<file path="src/rtl/display_owner_arbiter_if.sv">
// Request/grant bundle between the function-code sources and the display owner arbiter.
// master drives function codes and arbitration controls; slave is the arbiter.
interface display_owner_arbiter_if #(
  parameter int N_IF   = 2,
  parameter int FUNC_W = 3
);
  localparam int IDXW = (N_IF > 1) ? $clog2(N_IF) : 1;

  logic [N_IF*FUNC_W-1:0] func_in;
  logic [N_IF-1:0]        en_in;
  logic                   mode;
  logic [IDXW-1:0]        prio_sel;
  logic [N_IF-1:0]        grant_oh;
  logic [IDXW-1:0]        grant_idx;
  logic                   grant_valid;
  logic                   switch_pulse;

  modport master (
    output func_in, en_in, mode, prio_sel,
    input  grant_oh, grant_idx, grant_valid, switch_pulse
  );

  modport slave (
    input  func_in, en_in, mode, prio_sel,
    output grant_oh, grant_idx, grant_valid, switch_pulse
  );
endinterface

</file>
<file path="src/rtl/display_owner_arbiter.sv">
// Picks one display owner among interfaces running the display function, with
// fixed/rotatable priority or round robin, minimum hold tenure and registered one-hot grant.
module display_owner_req_lane #(
  parameter int                FUNC_W    = 3,
  parameter logic [FUNC_W-1:0] DISP_FUNC = 3'b010
) (
  input  logic [FUNC_W-1:0] func_i,
  input  logic              en_i,
  output logic              req_o
);
  assign req_o = en_i & (func_i == DISP_FUNC);
endmodule

module display_owner_arbiter #(
  parameter int                N_IF      = 2,
  parameter int                FUNC_W    = 3,
  parameter logic [FUNC_W-1:0] DISP_FUNC = 3'b010,
  parameter int                HOLD_CYC  = 4
) (
  input  logic                     clk,
  input  logic                     rst_n,
  display_owner_arbiter_if.slave   bus
);
  localparam int IDXW = (N_IF > 1) ? $clog2(N_IF) : 1;
  localparam int HW   = $clog2(HOLD_CYC + 1);

  localparam logic [1:0] ST_IDLE   = 2'd0;
  localparam logic [1:0] ST_LOCKED = 2'd1;
  localparam logic [1:0] ST_OPEN   = 2'd2;

  logic [N_IF-1:0] req;

  for (genvar g = 0; g < N_IF; g++) begin : g_lane
    display_owner_req_lane #(.FUNC_W(FUNC_W), .DISP_FUNC(DISP_FUNC)) u_lane (
      .func_i (bus.func_in[g*FUNC_W +: FUNC_W]),
      .en_i   (bus.en_in[g]),
      .req_o  (req[g])
    );
  end

  logic [1:0]      state_q, state_d;
  logic [HW-1:0]   hold_q, hold_d;
  logic [IDXW-1:0] owner_q, owner_d, last_q, last_d;
  logic [N_IF-1:0] goh_q, goh_d;
  logic            sw_q, sw_d;
  logic [IDXW-1:0] fx_win, rr_win, win;
  logic            any_req, owner_req, take;

  // Fixed order starts at prio_sel; descending scan lets the lowest offset win.
  always_comb begin : fx_search
    int base, idx;
    fx_win = '0;
    base   = (int'(bus.prio_sel) >= N_IF) ? 0 : int'(bus.prio_sel);
    for (int k = N_IF-1; k >= 0; k--) begin
      idx = base + k;
      if (idx >= N_IF) idx = idx - N_IF;
      if (req[idx[IDXW-1:0]]) fx_win = IDXW'(idx);
    end
  end

  // Round robin starts after last owner; offset N_IF is the last owner itself.
  always_comb begin : rr_search
    int ridx;
    rr_win = '0;
    for (int k = N_IF; k >= 1; k--) begin
      ridx = int'(last_q) + k;
      if (ridx >= N_IF) ridx = ridx - N_IF;
      if (req[ridx[IDXW-1:0]]) rr_win = IDXW'(ridx);
    end
  end

  assign any_req   = |req;
  assign win       = bus.mode ? rr_win : fx_win;
  assign owner_req = req[owner_q];

  always_comb begin
    state_d = state_q;
    hold_d  = hold_q;
    owner_d = owner_q;
    last_d  = last_q;
    goh_d   = goh_q;
    sw_d    = 1'b0;
    take    = 1'b0;
    case (state_q)
      ST_IDLE: take = any_req;
      default: begin
        if (!owner_req) begin
          if (any_req) begin
            take = 1'b1;
            sw_d = 1'b1;
          end else begin
            state_d = ST_IDLE;
            hold_d  = '0;
            owner_d = '0;
            goh_d   = '0;
          end
        end else if (state_q == ST_LOCKED) begin
          hold_d = hold_q - HW'(1);
          if (hold_q == HW'(1)) state_d = ST_OPEN;
        end else if (win != owner_q) begin
          // Owner still requesting: winner differs only if it outranks the owner.
          take = 1'b1;
          sw_d = 1'b1;
        end
      end
    endcase
    if (take) begin
      owner_d    = win;
      last_d     = win;
      goh_d      = '0;
      goh_d[win] = 1'b1;
      hold_d     = HW'(HOLD_CYC - 1);
      state_d    = (HOLD_CYC == 1) ? ST_OPEN : ST_LOCKED;
    end
  end

  always_ff @(posedge clk or negedge rst_n) begin
    if (!rst_n) begin
      state_q <= ST_IDLE;
      hold_q  <= '0;
      owner_q <= '0;
      last_q  <= IDXW'(N_IF - 1);
      goh_q   <= '0;
      sw_q    <= 1'b0;
    end else begin
      state_q <= state_d;
      hold_q  <= hold_d;
      owner_q <= owner_d;
      last_q  <= last_d;
      goh_q   <= goh_d;
      sw_q    <= sw_d;
    end
  end

  assign bus.grant_oh     = goh_q;
  assign bus.grant_idx    = owner_q;
  assign bus.grant_valid  = (state_q != ST_IDLE);
  assign bus.switch_pulse = sw_q;
endmodule

</file>
<file path="src/flat_wrapper.sv">
// flat-port wrapper written by rule: the top's interface ports become plain ports
module display_owner_arbiter_flat 
#(
  parameter int                N_IF      = 2,
  parameter int                FUNC_W    = 3,
  parameter logic [FUNC_W-1:0] DISP_FUNC = 3'b010,
  parameter int                HOLD_CYC  = 4
)
  (clk, rst_n, bus_func_in, bus_en_in, bus_mode, bus_prio_sel, bus_grant_oh, bus_grant_idx, bus_grant_valid, bus_switch_pulse);
  display_owner_arbiter_if #(.N_IF(N_IF), .FUNC_W(FUNC_W)) bus_i ();
  input  logic clk;
  input  logic rst_n;
  input wire logic [$bits(bus_i.func_in)-1:0] bus_func_in;
  input wire logic [$bits(bus_i.en_in)-1:0] bus_en_in;
  input wire logic [$bits(bus_i.mode)-1:0] bus_mode;
  input wire logic [$bits(bus_i.prio_sel)-1:0] bus_prio_sel;
  output wire logic [$bits(bus_i.grant_oh)-1:0] bus_grant_oh;
  output wire logic [$bits(bus_i.grant_idx)-1:0] bus_grant_idx;
  output wire logic [$bits(bus_i.grant_valid)-1:0] bus_grant_valid;
  output wire logic [$bits(bus_i.switch_pulse)-1:0] bus_switch_pulse;
  assign bus_i.func_in = bus_func_in;
  assign bus_i.en_in = bus_en_in;
  assign bus_i.mode = bus_mode;
  assign bus_i.prio_sel = bus_prio_sel;
  assign bus_grant_oh = bus_i.grant_oh;
  assign bus_grant_idx = bus_i.grant_idx;
  assign bus_grant_valid = bus_i.grant_valid;
  assign bus_switch_pulse = bus_i.switch_pulse;
  display_owner_arbiter #(.N_IF(N_IF), .FUNC_W(FUNC_W), .DISP_FUNC(DISP_FUNC), .HOLD_CYC(HOLD_CYC)) u_core (.clk(clk), .rst_n(rst_n), .bus(bus_i));
endmodule
</file>
<file path="config.mk">
export PLATFORM = sky130hd
export DESIGN_NAME = display_owner_arbiter_flat
export DESIGN_NICKNAME = d
export VERILOG_FILES = /design/src/rtl/display_owner_arbiter_if.sv /design/src/rtl/display_owner_arbiter.sv /design/src/flat_wrapper.sv
export SDC_FILE = /design/constraint.sdc
export NUM_CORES = 1
export LEC_CHECK = 0
export BUFFER_PORTS_ARGS = -buffer_cell sky130_fd_sc_hd__buf_2
export CAP_MARGIN = 10
export CORE_MARGIN = 2
export CORE_UTILIZATION = 51
export CTS_CLUSTER_SIZE = 30
export DETAILED_ROUTE_END_ITERATION = 8
export PLACE_DENSITY = 0.77
export RECOVER_POWER = 25
export REMOVE_ABC_BUFFERS = 1
export SETUP_SLACK_MARGIN = 0.5
export SLEW_MARGIN = 20
export SYNTH_ARGS = -nofsm -noshare
export SYNTH_HDL_FRONTEND = slang
export SYNTH_HIERARCHICAL = 1
export SYNTH_SLANG_ARGS = --single-unit
</file>
<file path="constraint.sdc">
create_clock -name clk -period 1.9 [get_ports clk]
set_input_delay 0.095 -clock clk [delete_from_list [all_inputs] [get_ports clk]]
set_output_delay 0.095 -clock clk [all_outputs]
set_load 0.005 [all_outputs]
</file>
==> results of run 1 <==
-- power groups by stage --
stage | registers, µW | clock network [µW] | logic, µW
after floorplan | 331 | 0 | 316
after global placement | 350 | 0 | 459
after detailed placement | 352 | 0 | 466
after CTS | 336 | 152 | 588
after global routing | 352 | 163 | 693
final | 340 | 148 | 629
-- logic make-up after synthesis --
group	count (synthesis)	share of synthesized area, %
flip-flops	9	32.3
buffers and inverters	12	9.64
adder cells (fa/ha/maj)	2	3.57
multiplexers	2	3.57
AND/OR/NAND/NOR	35	34.1
AO/OA/AOI/OAI	20	16.8
-- stage by stage --
step	instance area (µm²)	worst slack, ns	utilization (%)	total power [µW]	hold WS (ns)
finish	881	0.283	68.5	1120	0.276
floorplan	656	0.208	-	647	-0.201
global route	881	0.237	68.5	1210	0.336
global placement	769	0.124	59.9	809	-0.0502
detailed placement	769	0.109	59.9	817	-0.0466
CTS	868	0.321	67.6	1080	0.196
-- final timing paths --
| check | to | slack (ns) | depth (start not counted) |
|---|---|---|---|
| worst max-delay path | u_core/state_q[0]$_DFFE_PN0P_ | 0.28 | 5 |
| worst min-delay path | u_core/state_q[0]$_DFFE_PN0P_ | 0.28 | 2 |
| worst max register to register | u_core/state_q[0]$_DFFE_PN0P_ | 0.28 | 5 |
| worst min register to register | u_core/bus.grant_oh[0]$_DFFE_PN0P_ | 0.56 | 2 |
| max in group asynchronous | u_core/last_q$_DFFE_PN1N_ | 1.27 | 2 |
| min in group clk | u_core/bus.grant_oh[0]$_DFFE_PN0P_ | 0.34 | 5 |
-- worst max-delay path, stage by stage (launching register included) --
cell,delay [ns]
dfrtp_2,0.45
and4b_1,0.19
a311o_1,0.35
nor3_4,0.15
nand3b_1,0.13
a31o_1,0.23
-- cells in the final DEF (no fill, tap or decap), types with 3 or more instances in the layout --
cell type  instances
nand2_1            5
clkbuf_4           3
buf_2             15
nand4_1            3
dfrtp_1            6
inv_1              6
nor2_1             4
a21oi_1            8
buf_4              4
nand3b_1           4
o21ai_0            4
-- repair_timing --
action	4_1_cts	5_1_grt
endpoints found under the setup margin	7	8
endpoints found under the hold margin	9	0
hold buffers	1	0
resized for setup	8	4
gates cloned	0	0
pin swaps	3	4
setup buffers	5	0
-- area by class of cell --
type | count | area, µm²
timing repair buffer | 24 | 151
sequential | 9 | 229
tap | 15 | 18.8
fill | 101 | 404
clock buffer | 4 | 26.3
multi-input combinational | 59 | 433
inverter | 6 | 22.5
-- cell usage after synthesis (all sizes together) --
| library cell | n | area share (%) |
|---|---|---|
| a21bo | 1 | 1.4 |
| a21oi | 10 | 7.1 |
| a22oi | 1 | 1.1 |
| a311o | 1 | 1.4 |
| a31o | 1 | 1.3 |
| and2 | 2 | 1.8 |
| and4 | 2 | 2.5 |
| and4b | 1 | 1.4 |
| and4bb | 2 | 3.6 |
| buf | 6 | 6.4 |
| dfrtp | 8 | 29 |
| dfstp | 1 | 3.8 |
| ha | 2 | 3.6 |
| inv | 6 | 3.2 |
| mux2 | 1 | 2.1 |
| mux2i | 1 | 1.4 |
| nand2 | 6 | 3.2 |
| nand3 | 1 | 0.71 |
| nand3b | 4 | 4.3 |
| nand4 | 3 | 2.7 |
| nor2 | 4 | 2.1 |
| nor2b | 1 | 0.89 |
| nor3 | 1 | 2.3 |
| nor4 | 1 | 0.89 |
| o21ai | 5 | 3.6 |
| o22ai | 1 | 0.89 |
| or2 | 1 | 0.89 |
| or3 | 2 | 1.8 |
| or3b | 4 | 5.0 |
-- sequential cells by signal, summed over array words and instances (netlist names) --
| name | count |
|---|---|
| u_core/bus.switch_pulse | 1 |
| u_core/last_q | 1 |
| u_core/hold_q | 3 |
| u_core/bus.grant_oh | 1 |
| u_core/bus.grant_idx | 1 |
| u_core/state_q | 2 |
-- metal layers --
layer	GRT usage, %	up-vias	part of all wire (%)
met1	32.1	332	41
met2	39.5	42	51
met5	0	-	0
li1	-	332	-
met3	10.3	0	7.8
met4	9.17	0	0
==> impl_metrics.tcl, run 1 <==
set metrics [dict create \
    finalNonFillerCells 117 \
    syn_area_um2 701 \
    power.switching_uw 453 \
    p_clk_share_pct 13.3 \
    io_pins 17 \
    rsz0062_at_grt "true" \
    seq_area_frac_synth_pct 32.3 \
    vias 706 \
    dr.pass1.iters 4 \
    slew_viol_final 0 \
    gp_congestion 0.930 \
    ys_warn_count 6 \
    grt_pass1_wl_mm 2.74 \
    syn-instance-count 80 \
    worstSetupStartpoint "u_core/bus.grant_idx$_DFFE_PN0P_" \
    fin_crit_ns 1.62 \
    hold_class "input port to async pin" \
    total_leakage_power_uw 0.000414 \
    dieWidth_um 41.1 \
    grt_max_degree 11 \
    finalSetupViolations 0 \
    worst_ep_arrival_time_ns 1.78 \
    p_int_uw 664 \
    avgSynthCellArea_um2 8.76 \
    relSlewSlack_pct 69.6 \
    drc 0 \
    diodes 0 \
    drt-wirelength-per-cell_um 13.8 \
    root_buffer "clkbuf_4" \
    place_inst 107 \
    worst_slew_pin_slew_ns 0.456 \
    clk_pin_slew_ns 0.06 \
    worstSetupStartpointType "register" \
    ys_ff_latch 9 \
    reg2reg_from "u_core/bus.grant_idx$_DFFE_PN0P_" \
    power_frac_seq_pct 30.4 \
    required_ns 2.06 \
    routed_wirelength_mm 1.61 \
    start_util_pct 54.5 \
    track_usage_pct 25.7 \
    max_freq_ghz 0.618 \
    htreeDepth 1 \
    comb_power_share_pct 56.3 \
    cts_tree "built" \
    max-vdd-ir-drop_mv 0.723 \
    crit_fanout 8 \
    dp_hpwl_mm 1.15 \
    critPathKind "register to register" \
    clkSinkCount 9 \
    fp.coreArea_um2 1280 \
    drtIter0Drc 27 \
    port_buffers 16 \
    power.density_nw_per_um2 1270 \
    synth_cell_types 32 \
    min_period_over_period_pct 85.1 \
    grt_pass1_vias 604 \
    clock_tree.buffer_depth 2 \
    rows 13 \
    max-cap-violations 0 \
    area_growth_pct 25.7 \
    overflow 0 \
    cts-buffers-inserted 3 \
    finalClockSkew_ns 0.00849 \
    dieArea_um2 1690 \
    die_h_um 41.1 \
    layout-drive-gt1-share_pct 38.2 \
    hold_viol 0 \
    clkLatencyLatePin_ns 0.27 \
    worstSetupEndpointType "register" \
    ant_nets 0 \
    fin_nets 117 \
    viasPerCell 6.03 \
    setup_tns_ns 0 \
    outcome "finished, final reports clean" \
    antenna_found_initial 0 \
    swShare_pct 40.5 \
]
Note: power is estimated with default switching activity, not from simulation.
==> inputs of run 2 (changes only) <==
- PLACE_DENSITY: 0.77 -> 0.8
- SETUP_SLACK_MARGIN: 0.5 -> unset
==> impl_metrics.tcl, run 2 (synthesized netlist as in run 1, its figures left out) <==
set metrics [dict create \
    swShare_pct 41.0 \
    routed_wirelength_mm 1.49 \
    drtIter0Drc 28 \
    area_growth_pct 15.9 \
    io_pins 17 \
    final.setup.worst_slack_ns 0.193 \
    min_period_over_period_pct 89.9 \
    dieWidth_um 41.1 \
    relSlewSlack_pct 64.6 \
    slew_viol_final 0 \
    required_ns 2.05 \
    worst_slew_pin_slew_ns 0.530 \
    fin_nets 113 \
    die_h_um 41.1 \
    root_buffer "clkbuf_4" \
    layout-drive-gt1-share_pct 28.6 \
    port_buffers 16 \
    cts_tree "built" \
    setup_tns_ns 0 \
    clk_pin_slew_ns 0.07 \
    max_freq_ghz 0.586 \
    cts-buffers-inserted 3 \
    total_leakage_power_uw 0.000384 \
    fp.coreArea_um2 1280 \
    start_util_pct 54.5 \
    track_usage_pct 22.2 \
    worstSetupEndpointType "register" \
    ant_nets 0 \
    finalClockSkew_ns 0.00658 \
    viasPerCell 5.80 \
    p_clk_share_pct 16.4 \
    fin_crit_ns 1.71 \
    reg2reg_depth 5 \
    rsz0062_at_grt "false" \
    vias 655 \
    finalSetupViolations 0 \
    drc 0 \
    grt_pass1_wl_mm 2.26 \
    grt_pass1_vias 513 \
    drt-wirelength-per-cell_um 13.2 \
    htreeDepth 1 \
    largest-register "u_core/hold_q" \
    hold_class "input port to async pin" \
    diodes 0 \
    worst_ep_arrival_time_ns 1.86 \
    dieArea_um2 1690 \
    dr.pass1.iters 4 \
    outcome "finished, final reports clean" \
    gp_congestion 0.854 \
    max-vdd-ir-drop_mv 0.627 \
    nFillCells 112 \
    p_int_uw 582 \
    overflow 0 \
    worstSetupStartpointType "register" \
    comb_power_share_pct 49.2 \
    crit_fanout 6 \
    dp_hpwl_mm 1.11 \
    clock_tree.buffer_depth 2 \
    largest_reg_flops 3 \
    power.density_nw_per_um2 1210 \
    critPathKind "register to register" \
    rows 13 \
    max-cap-violations 0 \
    reg_top3 "u_core/hold_q: 3 flops, u_core/state_q: 2 flops" \
    clkSinkCount 9 \
    postCtsSetupBuffers 0 \
    power_frac_seq_pct 34.4 \
    mostFrequentLayoutCell "buf_2" \
    hold_viol 0 \
    place_ws_ns 0.112 \
    antenna_found_initial 0 \
    final_cell_mix "15 x buf_2, 10 x a21oi_1, 8 x dfrtp_1" \
    power.switching_uw 404 \
    clkLatencyLatePin_ns 0.27 \
    grt_max_degree 11 \
]
[run 2: changes by cell type in the layout (fill, tap and decap cells not counted), moves of 2 or more]
cell / delta
a21oi_2: -2
a21oi_1: +2
dfrtp_1: +2
dfrtp_2: -2
or3b_4: -2
buf_6: -2
[run 2: area by class of cell]
type	instances	area, µm²	share of cell area, %
tap	15	18.8	2.31
sequential	9	226	27.9
clock buffer	4	26.3	3.24
multi-input combinational	59	407	50.1
timing repair buffer	20	111	13.7
inverter	6	22.5	2.77
[run 2: per-layer routing]
layer | part of all wire (%) | global-route usage (%)
met3 | 5.7 | 4.89
met4 | 3.4 | 20.0
met1 | 48 | 26.6
met5 | 0 | 0
met2 | 43 | 32.4
[run 2: power by group through the flow]
stage | clock network, µW | logic, µW | registers (µW)
CTS | 165 | 486 | 337
finish | 162 | 484 | 339
floorplan | 0 | 316 | 331
detailed placement | 0 | 481 | 341
global placement | 0 | 473 | 338
global route | 173 | 547 | 353
[run 2: final timing paths]
| kind | startpoint | endpoint | slack [ns] |
|---|---|---|---|
| worst max-delay path | u_core/last_q$_DFFE_PN1N_ | u_core/hold_q[1]$_DFFE_PN0P_ | 0.19 |
| worst min-delay path | rst_n | u_core/bus.grant_idx$_DFFE_PN0P_ | 0.30 |
| worst max register to register | u_core/last_q$_DFFE_PN1N_ | u_core/hold_q[1]$_DFFE_PN0P_ | 0.19 |
| worst min register to register | u_core/bus.grant_oh[0]$_DFFE_PN0P_ | u_core/bus.grant_oh[0]$_DFFE_PN0P_ | 0.55 |
| max in group asynchronous | rst_n | u_core/last_q$_DFFE_PN1N_ | 1.24 |
| min in group clk | bus_func_in[0] | u_core/bus.switch_pulse$_DFF_PN0_ | 0.35 |
[run 2: timing repair]
item / 4_1_cts / 5_1_grt
hold buffers: 1 / 0
gates resized for setup: 0 / 0
hold endpoints to repair: 9 / 0
[run 2: metrics by stage]
step	hold slack (ns)	instance area, µm²	total power, µW	std cells	utilization [%]
floorplan	-0.201	656	647	74	-
global placement	-0.0362	777	811	108	60.5
detailed placement	-0.0334	777	822	108	60.5
CTS	0.201	813	988	113	63.3
global route	0.348	812	1070	113	63.2
finish	0.299	812	985	113	63.2
[run 2: worst max-delay path, cell delays in order, from the launching register on]
cell	delay, ns
dfstp_2	0.53
nand2_1	0.13
nand4_1	0.17
or3b_1	0.47
o21ai_0	0.18
o21ai_0	0.09
